--- src/rtl/counter_prescaled_if.sv ---
// counter_prescaled_if
//   Bundles the control inputs and count outputs of counter_prescaled.
//   Protocol: there is no valid/ready pair; en and dir are levels, load is a
//   single-cycle strobe sampled on posedge clk, and tick/ovf are one-cycle
//   pulses aligned with the count value they describe.
//   Signals:
//     en    control  count enable (prescaler and counter hold while low)
//     dir   control  1 = count up, 0 = count down
//     load  control  synchronous parallel load strobe
//     din   control  load value (N bits)
//     count status   registered count (N bits)
//     leds  status   top NLEDS bits of count
//     tick  status   pulse: count stepped on the previous edge
//     ovf   status   pulse: previous step wrapped or was clipped
//   Modports: master drives controls (bench / upstream logic), slave is the counter.
interface counter_prescaled_if #(
  parameter int N     = 8,
  parameter int NLEDS = 5
);
  logic             en;
  logic             dir;
  logic             load;
  logic [N-1:0]     din;
  logic [N-1:0]     count;
  logic [NLEDS-1:0] leds;
  logic             tick;
  logic             ovf;

  modport master (
    output en, dir, load, din,
    input  count, leds, tick, ovf
  );

  modport slave (
    input  en, dir, load, din,
    output count, leds, tick, ovf
  );
endinterface

--- src/rtl/counter_prescaled.sv ---
// counter_prescaled
//   N-bit up/down counter advanced once per DIV enabled clocks by an internal
//   prescaler. Supports parallel load, direction control and wrap or
//   saturate behaviour at the ends of the range. Emits a tick pulse for each
//   step and an ovf pulse when a step wrapped (MODE_SAT=0) or was clipped
//   (MODE_SAT=1). leds mirrors the NLEDS most significant count bits.
//   Ports:
//     clk  in   system clock
//     rst  in   synchronous reset, active-high (highest priority)
//     bus  slave modport of counter_prescaled_if (en, dir, load, din in;
//          count, leds, tick, ovf out)
//   Edge priority: rst > load > step.
module counter_prescaled #(
  parameter int N        = 8,
  parameter int DIV      = 4,
  parameter int NLEDS    = 5,
  parameter bit MODE_SAT = 1'b0
) (
  input logic                clk,
  input logic                rst,
  counter_prescaled_if.slave bus
);

  localparam int PW = (DIV > 1) ? $clog2(DIV) : 1;
  localparam logic [PW-1:0] PRE_LAST = PW'(DIV - 1);

  logic [PW-1:0] pre;
  logic [N-1:0]  count_q;
  logic          tick_q;
  logic          ovf_q;

  logic          pre_last;
  logic          at_top;
  logic          at_bot;
  logic          at_end;
  logic [N-1:0]  count_step;

  // With DIV=1 PRE_LAST is zero and pre never leaves zero, so every enabled
  // edge is a step edge.
  assign pre_last = (pre == PRE_LAST);
  assign at_top   = (count_q == {N{1'b1}});
  assign at_bot   = (count_q == {N{1'b0}});
  // at_end: this step would leave the range in the current direction.
  assign at_end   = bus.dir ? at_top : at_bot;

  always_comb begin
    count_step = count_q;
    if (MODE_SAT && at_end) begin
      count_step = count_q;
    end else if (bus.dir) begin
      count_step = count_q + N'(1);
    end else begin
      count_step = count_q - N'(1);
    end
  end

  always_ff @(posedge clk) begin
    if (rst) begin
      count_q <= '0;
      pre     <= '0;
      tick_q  <= 1'b0;
      ovf_q   <= 1'b0;
    end else if (bus.load) begin
      count_q <= bus.din;
      pre     <= '0;
      tick_q  <= 1'b0;
      ovf_q   <= 1'b0;
    end else if (bus.en) begin
      if (pre_last) begin
        pre     <= '0;
        count_q <= count_step;
        tick_q  <= 1'b1;
        // Wrapping and clipping both happen exactly when at_end is set.
        ovf_q   <= at_end;
      end else begin
        pre     <= pre + PW'(1);
        tick_q  <= 1'b0;
        ovf_q   <= 1'b0;
      end
    end else begin
      tick_q <= 1'b0;
      ovf_q  <= 1'b0;
    end
  end

  assign bus.count = count_q;
  assign bus.leds  = count_q[N-1 -: NLEDS];
  assign bus.tick  = tick_q;
  assign bus.ovf   = ovf_q;

endmodule

--- src/flat_wrapper.sv ---
// flat-port wrapper written by rule: the top's interface ports become plain ports
module counter_prescaled_flat 
#(
  parameter int N        = 8,
  parameter int DIV      = 4,
  parameter int NLEDS    = 5,
  parameter bit MODE_SAT = 1'b0
)
  (clk, rst, bus_en, bus_dir, bus_load, bus_din, bus_count, bus_leds, bus_tick, bus_ovf);
  counter_prescaled_if #(.N(N), .NLEDS(NLEDS)) bus_i ();
  input logic clk;
  input logic rst;
  input wire logic [$bits(bus_i.en)-1:0] bus_en;
  input wire logic [$bits(bus_i.dir)-1:0] bus_dir;
  input wire logic [$bits(bus_i.load)-1:0] bus_load;
  input wire logic [$bits(bus_i.din)-1:0] bus_din;
  output wire logic [$bits(bus_i.count)-1:0] bus_count;
  output wire logic [$bits(bus_i.leds)-1:0] bus_leds;
  output wire logic [$bits(bus_i.tick)-1:0] bus_tick;
  output wire logic [$bits(bus_i.ovf)-1:0] bus_ovf;
  assign bus_i.en = bus_en;
  assign bus_i.dir = bus_dir;
  assign bus_i.load = bus_load;
  assign bus_i.din = bus_din;
  assign bus_count = bus_i.count;
  assign bus_leds = bus_i.leds;
  assign bus_tick = bus_i.tick;
  assign bus_ovf = bus_i.ovf;
  counter_prescaled #(.N(N), .DIV(DIV), .NLEDS(NLEDS), .MODE_SAT(MODE_SAT)) u_core (.clk(clk), .rst(rst), .bus(bus_i));
endmodule
--- config.mk ---
export PLATFORM = sky130hd
export DESIGN_NAME = counter_prescaled_flat
export DESIGN_NICKNAME = d
export VERILOG_FILES = /design/src/rtl/counter_prescaled_if.sv /design/src/rtl/counter_prescaled.sv /design/src/flat_wrapper.sv
export SDC_FILE = /design/constraint.sdc
export NUM_CORES = 1
export LEC_CHECK = 0
export BUFFER_PORTS_ARGS = -buffer_cell sky130_fd_sc_hd__buf_2
export CAP_MARGIN = 0
export CORE_MARGIN = 3
export CORE_UTILIZATION = 46
export DETAILED_ROUTE_END_ITERATION = 10
export GPL_TIMING_DRIVEN = 0
export PLACE_DENSITY = 0.8
export SYNTH_ARGS = -nofsm -noshare
export SYNTH_HDL_FRONTEND = slang
export SYNTH_SLANG_ARGS = --single-unit
--- constraint.sdc ---
create_clock -name clk -period 1.55 [get_ports clk]
set_input_delay 0.2325 -clock clk [delete_from_list [all_inputs] [get_ports clk]]
set_output_delay 0.2325 -clock clk [all_outputs]
set_load 0.005 [all_outputs]
Word level (Yosys, flattened, before mapping)
Cells that the tools add are included.
Widths: inputs -> output; s select.
{"block": "totals", "output_inout_bits": 15, "reg_bits": 12, "in_bits": 13, "word_cells": 25}
{"block": "op_classes", "n_mux": 7, "n_eq_ne": 2, "n_bitwise": 2, "n_reduce_logical": 7, "addsub": 3}
{"op": "$mux 8", "count": 4}
{"op": "$add 8x1->8 const B", "count": 1}
{"op": "$eq 8x8->1 const B", "count": 1}
{"op": "$logic_not 8->1", "count": 1}
{"op": "$sub 8x1->8 const B", "count": 1}
{"op": "$reduce_bool 2->1", "count": 2}
{"op": "$reduce_or 4->1", "count": 1}
{"op": "$reduce_or 3->1", "count": 1}
{"op": "$add 2x1->2 const B", "count": 1}
{"op": "$eq 2x2->1 const B", "count": 1}
{"op": "$mux 1", "count": 2}
{"op": "$mux 2", "count": 1}
{"op": "$not 1->1", "count": 2}
{"op": "$reduce_and 2->1", "count": 1}
{"op": "$reduce_or 2->1", "count": 1}

Logic depth before layout (Yosys ltp)
Gate-level depths: netlist (run 1).
{"block": "logic_depth", "depth_word": 5, "ltp_mapped": 7, "ltp_nobuf": 6}

Least setup slack after synthesis (run 1)
No wires, ideal clock.
{"block": "synth_path", "kind": "register to register", "startpoint": "register u_core.count_q[0] (netlist: u_core.bus.count[0])", "endpoint": "register u_core.count_q[6] (netlist: u_core.bus.count[6])", "t_required_ps": 1447, "path_stages_with_launch": 6, "setup_ps": 103, "path_buffers": 0, "period_less_slack_ps": 1686, "t_arrival_ps": 1583, "slack_ps": -136, "path_cell_list": "dfxtp_1 -> fa_1 -> a21oi_1 -> o2111ai_2 -> xnor2_1 -> a2111oi_2"}
{"block": "synth_via", "elab_chain_len": 5, "elab_cells_between_ends": 6, "cone_classes": "add/sub (2); mux (4)"}
{"element": "start: declaration", "line_no": "counter_prescaled.sv:28", "text": "logic [N-1:0] count_q;"}
{"element": "start signal: assignment", "line_no": "counter_prescaled.sv:64", "text": "count_q <= bus.din;"}
{"element": "start signal: assignment", "line_no": "counter_prescaled.sv:71", "text": "count_q <= count_step;"}
{"element": "$sub 8x1->8 or $add 8x1->8 (tied branches)", "line_no": "counter_prescaled.sv:53, counter_prescaled.sv:51"}
{"element": "$mux 8 (*)", "line_no": "counter_prescaled.sv:50", "text": "end else if (bus.dir) begin"}
{"element": "$mux 8 (*)", "line_no": "counter_prescaled.sv:69", "text": "if (pre_last) begin"}
{"element": "$mux 8 (*)", "line_no": "counter_prescaled.sv:68", "text": "end else if (bus.en) begin"}
{"element": "$mux 8 (*)", "line_no": "counter_prescaled.sv:63", "text": "end else if (bus.load) begin"}
Mark *: on every way between the ends. The rest lies on a longest branch, timed or not. The select of a mux whose other input is x is not followed.
A chain may end at the register's enable or synchronous reset.

Worst setup path after layout (run 1)
Same ends and word-level chain as after synthesis.

==> results.toml, run 1 <==
[cts]
cts.reportedPaths.clkPinSlew_ns = 0.07
tritoncts_clock_tree = "built"
clk_root_buf = "sky130_fd_sc_hd__clkbuf_4"
clock-sinks = 12
postCtsHoldBufs = 0
cts_max_level = 1
total_clock_buffers_created_by_cts = 3
worst_skew_pair.late_latency_ns = 0.27
clock_path_buffers = 2

[outcome]
status = "finished, violations left"
failing_checks = "setup timing"

[setup_path]
timing.critical_path.slowest_cell_delay_ns = 0.42
required_ns = 1.72
path_max_fanout = 4
setup.worst_path.class = "reg2reg"
timing.critical_path.cells = "fa_2 -> a21oi_4 -> o2111ai_2 -> xnor2_1 -> a2111oi_2"
crit_path_start_kind = "flip-flop"
slowest_stage = "sky130_fd_sc_hd__fa_2"
critical_path_s_top_delay_family = "compound AO/OA/AOI/OAI gates"
critPathBufInv = 0
worst-endpoint-arrival_ns = 1.83
end_kind = "flip-flop"

[cells_and_area]
seq_area_um2 = 263
drive_gt1_share_pct = 50.3
multi_input_comb_area_um2 = 782
layout.cells.most_common_list = "sky130_fd_sc_hd__buf_2 (27), sky130_fd_sc_hd__buf_4 (16), sky130_fd_sc_hd__nor2_1 (9), sky130_fd_sc_hd__nor3_1 (9), sky130_fd_sc_hd__inv_1 (6)"
layout-area-overhead-vs-synth_pct = 49.9
finish.utilization_pct = 78.1
leading_cell_type_in_the_layout_fill_and_taps_excluded = "sky130_fd_sc_hd__buf_2"
antenna_cells = 0
finish.instance_area_mm2 = 0.00145
fill_cells = 131
final_net_count = 182

[timing]
finalHoldViolCount = 0
setup_viol = 4
final_clock_skew_ns = 0.000847
layout_setup_ws_ns = -0.114
finalHoldWorstSlack_ns = 0.197
finalCriticalPeriod_ns = 1.66
fmax_achieved_mhz = 601
slew_violations = 0
slew_headroom_pct = 65.3
rsz0062_at_grt = "true"
timing_worst_slew_pin_value_ns = 0.520
timing.final.crit_share_pct = 107

[power_and_ir_drop]
power_frac_comb_pct = 38.7
netSwitchingPower_w = 0.000276
internal_power_w = 0.000593
irDropWorstVdd_mv = 0.496
finalPower_w = 0.000869
leakage_nw = 0.636
power.density_cell_area_mw_per_mm2 = 599
power.clock.fraction_pct = 21.8
seq_power_share_pct = 39.6
p_sw_share_pct = 31.8

[synth]
synth_seq_cells = 12
ys.flop_type = "sky130_fd_sc_hd__dfxtp_1"
synth-warning-count = 0
synthesis.area_per_instance_um2 = 8.35
synth.yosys.seq_area_share_pct = 24.8
synthesis.area_um2 = 968
synth.lib_cells_used.distinct = 41
synthCells = 116
synth-async-reset-ratio_pct = 0
number_of_enable_type_register_cells_in_the_synthesized_netlist = 0
postSynthNetCount = 137

[place]
place.gp.congestion = 0.771
portBuffers = 27
detailed_place_hpwl_mm = 1.78
postPlaceCellArea_mm2 = 0.00116

[floorplanning]
ios = 28
placement_rows = 15
die_area_mm2 = 0.00269
core_area_mm2 = 0.00186
initial_utilization_pct = 52.1
die-height_um = 51.9
die_x_um = 51.9

[global_route]
grt-ovfl-total = 0
grt_util_met1_pct = 25.3
grt_max_degree = 11
global_route.usage.met2_pct = 39.5
global_route_wire_length_before_repair_mm = 4.38
antenna_found_initial = 0
global_route.peak_usage_layer = "met2"
grt.total_usage_pct = 21.6
globalRouteMet3Util_pct = 5.73
first_global_vias = 980

[route]
detail_route.drc_violations = 0
drt-wirelength-per-cell_um = 16.3
drt.antenna.violating_nets = 0
drt-pass1-iter-count = 4
route.vias.total = 1071
routed_wirelength_mm = 2.99
vias_per_cell = 5.82
dr.first_iter.drc_count = 35

[flow_run]
max-cap-violations = 0

[min_path]
min_path_type = "in2reg"
## layout make-up
cell class | instances | area share [%]
Multi-Input combinational cell | 87 | 53.9
Sequential cell | 12 | 18.1
Timing Repair Buffer | 40 | 17.2
Buffer | 10 | 5.00
Tap cell | 25 | 2.16
Inverter | 7 | 2.07
Clock buffer | 3 | 1.55
## flip-flops by register name, indices dropped and copies added (netlist names)
name / count
u_core.bus.count: 8
u_core.pre: 2
u_core.bus.ovf: 1
u_core.bus.tick: 1
## cells in the mapped netlist, drive strengths merged (2+ instances only)
cell type	n	area (um2)
xnor2	3	26.3
nor3b	4	30.0
a211o	2	17.5
a221oi	2	23.8
nor4	2	12.5
a21oi	7	35.0
a31oi	2	12.5
nor3	9	45.0
nand3	4	20.0
dfxtp	12	240
nor2	9	33.8
o21ai	2	10.0
a2111oi	3	35.0
clkbuf	2	7.51
inv	7	26.3
nand2	6	25.0
mux2i	5	50.1
buf	8	55.1
ha	7	87.6
nor2b	2	12.5
nand2b	2	12.5
## worst reg2reg max path, cell delays in order (launching register included)
cell,delay (ns)
sky130_fd_sc_hd__dfxtp_4,0.37
sky130_fd_sc_hd__fa_2,0.42
sky130_fd_sc_hd__a21oi_4,0.16
sky130_fd_sc_hd__o2111ai_2,0.14
sky130_fd_sc_hd__xnor2_1,0.17
sky130_fd_sc_hd__a2111oi_2,0.30
## timing repair
action | CTS | global route
setup buffers | 9 | 4
resized for setup | 18 | 18
pin swaps | 10 | 11
setup endpoints to repair | 4 | 6
hold endpoints to repair | 0 | 0
## stage by stage
stage                     TNS (ns)  instances  setup slack (ns)
after global routing        -0.675        184            -0.178
after CTS                   -0.153        180           -0.0671
after global placement       -1.19        168            -0.349
after detailed placement     -1.35        168            -0.376
final                       -0.328        184            -0.114
after floorplan             -0.159        116           -0.0590
## cells by family after synthesis
group | synth area share, %
AND/OR/NAND/NOR | 25.7
AO/OA/AOI/OAI | 19.3
buffers and inverters | 9.17
flip-flops | 24.8
adder cells (fa/ha/maj) | 11.1
multiplexers | 6.33
XOR/XNOR | 3.62
## path summary, 6_finish.rpt
| kind | start | end | slack, ns | depth (start not counted) |
|---|---|---|---|---|
| worst max register to register | u_core.bus.count[0] | u_core.bus.count[6] | -0.11 | 5 |
| worst min-delay path | bus_din[2] | u_core.bus.count[2] | 0.20 | 3 |
| worst max-delay path | u_core.bus.count[0] | u_core.bus.count[6] | -0.11 | 5 |
| worst min register to register | u_core.pre[1] | u_core.pre[1] | 0.55 | 2 |
## routing by layer
layer  wire [um]  vias to the layer above
met1        1240                      503
met4          31                        0
met3         247                        6
met5           0                        -
li1            -                      509
met2        1470                       53
## power by group through the flow
| stage | Clock (W) | Combinational (W) | Sequential, W |
|---|---|---|---|
| global placement | 0 | 0.000217 | 0.000353 |
| detailed placement | 0 | 0.000225 | 0.000354 |
| finish | 0.000189 | 0.000336 | 0.000344 |
| CTS | 0.000197 | 0.000276 | 0.000343 |
| floorplan | 0 | 0.000161 | 0.000350 |
| global route | 0.000211 | 0.000364 | 0.000346 |
No activity file was read; power rests on OpenSTA's default activity.
==> run 2, diff against run 1 <==
PLACE_DENSITY = unset   (was 0.8)
PLACE_DENSITY_LB_ADDON = 0.2   (was unset)
==> run 2 against run 1 <==
  * The run still ends with setup timing left
  * Total power is 6.9% higher
  * Sequential share of layout area is 0.14 points higher
  * Setup slack worse by 0.024 ns
  * Clock-buffer cell count is 1 higher
  * Largest cell class unchanged
  * Highest routed layer unchanged
==> results.toml, run 2 (synthesis results as in run 1) <==
[outcome]
status = "finished, violations left"
failing_checks = "setup timing"

[floorplanning]
ios = 28
die_x_um = 51.9
die_area_mm2 = 0.00269
die-height_um = 51.9
core_area_mm2 = 0.00186
placement_rows = 15
initial_utilization_pct = 52.1

[timing]
fin_tns_setup_ns = -0.394
rsz0062_at_grt = "true"
layout_setup_ws_ns = -0.138
slew_headroom_pct = 60.5
setup_viol = 6
fmax_achieved_mhz = 593
finalCriticalPeriod_ns = 1.69
slew_violations = 0
timing.final.crit_share_pct = 109
final_clock_skew_ns = 0.00292
finalHoldViolCount = 0
timing_worst_slew_pin_value_ns = 0.592

[min_path]
worst_hold_path.num_cells = 3
min_path_type = "in2reg"
startpoint_of_the_most_critical_hold_path = "bus_din[2]"
worst_hold_path.endpoint = "u_core.bus.count[2]"

[route]
drt-wirelength-per-cell_um = 16.0
vias_per_cell = 5.74
dr.first_iter.drc_count = 36
route.vias.total = 1051
routed_wirelength_mm = 2.93
drt.antenna.violating_nets = 0
drt-pass1-iter-count = 4
detail_route.drc_violations = 0

[cells_and_area]
antenna_cells = 0
final_net_count = 180
layout.cells.most_common_list = "sky130_fd_sc_hd__buf_2 (27), sky130_fd_sc_hd__buf_4 (14), sky130_fd_sc_hd__nor2_1 (9), sky130_fd_sc_hd__nor3_1 (9)"
layout-area-overhead-vs-synth_pct = 47.3
final_non_filler_cell_total = 183
drive_gt1_share_pct = 47.5
largest_register_ffs = 8
leading_cell_type_in_the_layout_fill_and_taps_excluded = "sky130_fd_sc_hd__buf_2"

[cts]
clock-sinks = 12
cts_max_level = 1
clock_path_buffers = 2
cts.reportedPaths.clkPinSlew_ns = 0.08
tritoncts_clock_tree = "built"
postCtsHoldBufs = 0
total_clock_buffers_created_by_cts = 3
clk_root_buf = "sky130_fd_sc_hd__clkbuf_4"
worst_skew_pair.late_latency_ns = 0.28

[global_route]
grt-ovfl-total = 0
antenna_found_initial = 0
first_global_vias = 985
grt_max_degree = 11
grt.total_usage_pct = 22.1
global_route_wire_length_before_repair_mm = 4.46

[setup_path]
launch_point_of_the_worst_reg_to_reg_path = "u_core.bus.count[1]"
cell_count_of_the_worst_reg_to_reg_path = 8
required_ns = 1.70
crit_path_start_kind = "flip-flop"
path_max_fanout = 4
rr_endpoint = "u_core.bus.count[4]"
setup.worst_path.class = "reg2reg"
worst-endpoint-arrival_ns = 1.83
end_kind = "flip-flop"
r2r_setup_slack_ns = -0.14

[place]
portBuffers = 27
place_worst_setup_slack_ns = -0.373
placed_cells_incl_taps = 168
detailed_place_hpwl_mm = 1.70
place.gp.congestion = 0.806

[power_and_ir_drop]
power.density_cell_area_mw_per_mm2 = 651
irDropWorstVdd_mv = 0.489
finalPower_w = 0.000928
leakage_nw = 0.628

[flow_run]
max-cap-violations = 0
## run 2: cell count changes in the layout (fill, tap and decap cells not counted), sizes merged
| cell | change |
|---|---|
| buf | -3 |
| clkbuf | +2 |
## run 2: cell type report
class / instances / area, um2
Timing Repair Buffer: 38 / 235
Tap cell: 25 / 31.3
Buffer: 10 / 68.8
Inverter: 7 / 30.0
Sequential cell: 12 / 260
Clock buffer: 4 / 36.3
Multi-Input combinational cell: 87 / 764
Fill cell: 112 / 432
## run 2: metrics by stage
| step | utilization, % | hold WS [ns] | instance area, um2 |
|---|---|---|---|
| 2_1_floorplan | - | 0.377 | 991 |
| 3_3_place_gp | 62.3 | 0.467 | 1160 |
| 3_5_place_dp | 62.3 | 0.472 | 1160 |
| 4_1_cts | 71.6 | 0.181 | 1330 |
| 5_1_grt | 76.8 | 0.195 | 1430 |
| 6_report | 76.8 | 0.185 | 1430 |
## run 2: power breakdown
part	internal, W	leakage [nW]	switching (W)
registers	0.000320	0.102	0.0000257
logic	0.000174	0.504	0.000147
clock network	0.000143	0.0210	0.000119
total	0.000637	0.628	0.000291
## run 2: worst max path at each step
stage / startpoint / endpoint / slack [ns] / cells past startpoint
floorplan: bus_dir / u_core.bus.count[5] / -0.06 / 7
global placement: bus_dir / u_core.bus.count[7] / -0.36 / 7
detailed placement: bus_dir / u_core.bus.count[7] / -0.37 / 7
finish: u_core.bus.count[1] / u_core.bus.count[4] / -0.14 / 8
CTS: u_core.bus.count[1] / u_core.bus.count[6] / -0.08 / 5
global route: u_core.bus.count[1] / u_core.bus.count[6] / -0.23 / 5
## run 2: timing repair
action	in CTS	in global routing
pin swaps	6	6
setup buffers	7	4
endpoints found under the setup margin	4	6
gates resized for setup	18	12
## run 2: worst max-delay path, stage by stage, from the launching register on
cell and delay [ns]:
sky130_fd_sc_hd__dfxtp_4 0.37, sky130_fd_sc_hd__fa_2 0.42, sky130_fd_sc_hd__a21oi_4 0.17, sky130_fd_sc_hd__buf_4 0.13
sky130_fd_sc_hd__buf_6 0.08, sky130_fd_sc_hd__buf_6 0.07, sky130_fd_sc_hd__o21bai_1 0.06, sky130_fd_sc_hd__mux2i_1 0.16
sky130_fd_sc_hd__a21oi_1 0.08
## run 2: metal layers
metal	vias to the layer above	GRT usage (%)	routed length, um
met3	16	4.58	189
met5	-	0	0
li1	508	-	-
met1	468	26.7	1230
met4	0	11.8	104
met2	59	36.4	1410
==> run 3, diff against run 2 <==
CORE_UTILIZATION = 50   (was 46)
clock period = 1.6 ns   (was 1.55 ns; I/O delays follow)
==> run 3 against run 2 <==
  * Largest power group unchanged
  * Highest routed layer unchanged
  * Total power decreased by 7.7%
  * Cell area shrank 7.0%
  * First-iteration DRC count decreased by 39%
  * Final cell count decreased by 3.8%
  * Register-to-register slack hardly changed
  * Fmax decreased by 3.4%
  * The run still ends with setup timing left
  * Core utilization decreased by 2.4 points
  * Critical path depth shrank 3
  * Non-clock buffer count shrank 7
==> results.toml, run 3 (synthesis results as in run 1) <==
[outcome]
status = "finished, violations left"
failing_checks = "setup timing"

[cells_and_area]
final_non_filler_cell_total = 176
layout-area-overhead-vs-synth_pct = 37.0
layout.cells.most_common_list = "sky130_fd_sc_hd__buf_2 (27), sky130_fd_sc_hd__nor2_1 (9), sky130_fd_sc_hd__nor3_1 (9), sky130_fd_sc_hd__buf_4 (9)"
leading_cell_type_in_the_layout_fill_and_taps_excluded = "sky130_fd_sc_hd__buf_2"
largest_register_ffs = 8
finish.instance_area_mm2 = 0.00133
final_net_count = 173
drive_gt1_share_pct = 42.4
antenna_cells = 0
fill_cells = 123

[setup_path]
end_kind = "flip-flop"
worst-endpoint-arrival_ns = 1.91
rr_endpoint = "u_core.bus.count[6]"
r2r_setup_slack_ns = -0.15
required_ns = 1.76
crit_path_start_kind = "flip-flop"
setup.worst_path.class = "reg2reg"
path_max_fanout = 6
launch_point_of_the_worst_reg_to_reg_path = "u_core.bus.count[1]"
cell_count_of_the_worst_reg_to_reg_path = 5

[timing]
rsz0062_at_grt = "true"
fmax_achieved_mhz = 572
layout_setup_ws_ns = -0.148
setup_viol = 3
fin_tns_setup_ns = -0.244
finalCriticalPeriod_ns = 1.75
slew_violations = 0
finalHoldViolCount = 0
timing.final.crit_share_pct = 109
slew_headroom_pct = 63.7
timing_worst_slew_pin_value_ns = 0.544
final_clock_skew_ns = 0.00820

[min_path]
min_path_type = "in2reg"
worst_hold_path.num_cells = 3
worst_hold_path.endpoint = "u_core.bus.count[0]"
startpoint_of_the_most_critical_hold_path = "bus_din[0]"

[global_route]
grt-ovfl-total = 0
antenna_found_initial = 0
first_global_vias = 903
global_route_wire_length_before_repair_mm = 4.11
grt_max_degree = 11
grt.total_usage_pct = 21.6

[flow_run]
max-cap-violations = 0

[floorplanning]
initial_utilization_pct = 54.3
core_area_mm2 = 0.00178
ios = 28
die_area_mm2 = 0.00250
die-height_um = 50.0
die_x_um = 50.0
placement_rows = 15

[route]
met2WireLength_mm = 1.28
drt-met1-wl_mm = 1.12
routed_wirelength_mm = 2.64
drt-wirelength-per-cell_um = 15.0
route.vias.total = 1022
dr.first_iter.drc_count = 22
top_layer_used = "met4"
met3_length_um = 212
drt.antenna.violating_nets = 0
vias_per_cell = 5.81
drt-pass1-iter-count = 4
detail_route.drc_violations = 0

[power_and_ir_drop]
leakage_nw = 0.584
power.density_cell_area_mw_per_mm2 = 646
irDropWorstVdd_mv = 0.530

[place]
placed_cells_incl_taps = 168
place.gp.congestion = 0.824
detailed_place_hpwl_mm = 1.80
postPlaceCellArea_mm2 = 0.00114
portBuffers = 27

[cts]
worst_skew_pair.late_latency_ns = 0.28
clock_path_buffers = 2
clk_root_buf = "sky130_fd_sc_hd__clkbuf_4"
clock-sinks = 12
total_clock_buffers_created_by_cts = 3
cts_max_level = 1
cts.reportedPaths.clkPinSlew_ns = 0.09
tritoncts_clock_tree = "built"
run 3: changes by cell type in the layout (fill, tap and decap cells not counted), sizes merged:
cell | previous run | this run
buf | 45 | 38
run 3: repair_timing:
| action | CTS | global route |
|---|---|---|
| hold buffers | 0 | 0 |
| resized for setup | 19 | 8 |
| buffers inserted | 2 | 2 |
| setup endpoints to repair | 4 | 4 |
| pin swaps | 4 | 4 |
| cloned | 0 | 0 |
run 3: worst max-delay path, stage by stage, from the launching register on:
cell and delay (ns):
sky130_fd_sc_hd__dfxtp_4 0.38, sky130_fd_sc_hd__fa_2 0.41, sky130_fd_sc_hd__a21oi_2 0.18, sky130_fd_sc_hd__o2111ai_2 0.17, sky130_fd_sc_hd__xnor2_1 0.17, sky130_fd_sc_hd__a2111oi_2 0.34
run 3: cell type report:
type | instances | area, um2 | share of cell area, %
Multi-Input combinational cell | 87 | 724 | 54.6
Sequential cell | 12 | 260 | 19.6
Timing Repair Buffer | 31 | 175 | 13.2
Buffer | 10 | 68.8 | 5.19
Clock buffer | 4 | 36.3 | 2.74
Tap cell | 25 | 31.3 | 2.36
Inverter | 7 | 30.0 | 2.26
run 3: per-stage QoR:
stage | hold slack, ns | util, % | power [W] | setup slack [ns]
finish | 0.195 | 74.4 | 0.000857 | -0.148
global route | 0.205 | 74.4 | 0.000894 | -0.143
CTS | 0.194 | 72.1 | 0.000842 | -0.113
detailed placement | 0.486 | 64.2 | 0.000557 | -0.342
global placement | 0.474 | 64.2 | 0.000550 | -0.318
floorplan | 0.385 | - | 0.000491 | -0.0592
run 3: layer usage:
| metal | up-vias | GRT usage, % |
|---|---|---|
| li1 | 492 | - |
| met1 | 477 | 25.2 |
| met2 | 49 | 36.5 |
| met3 | 4 | 6.65 |
| met4 | 0 | 7.83 |
| met5 | - | 0 |
run 3: how the worst max path moves through the flow:
stage | start | to | slack, ns | cells past startpoint
after floorplan | u_core.bus.count[0] | u_core.bus.count[6] | -0.06 | 5
after global placement | bus_dir | u_core.bus.count[5] | -0.32 | 8
after detailed placement | bus_dir | u_core.bus.count[5] | -0.34 | 8
after CTS | u_core.bus.count[0] | u_core.bus.count[6] | -0.11 | 5
after global routing | u_core.bus.count[1] | u_core.bus.count[6] | -0.14 | 5
final | u_core.bus.count[1] | u_core.bus.count[6] | -0.15 | 5
run 3: where the power goes:
group | internal [W] | leakage, nW | switching (W)
clock network | 0.000139 | 0.0210 | 0.000116
logic | 0.000142 | 0.461 | 0.000127
registers | 0.000309 | 0.102 | 0.0000239
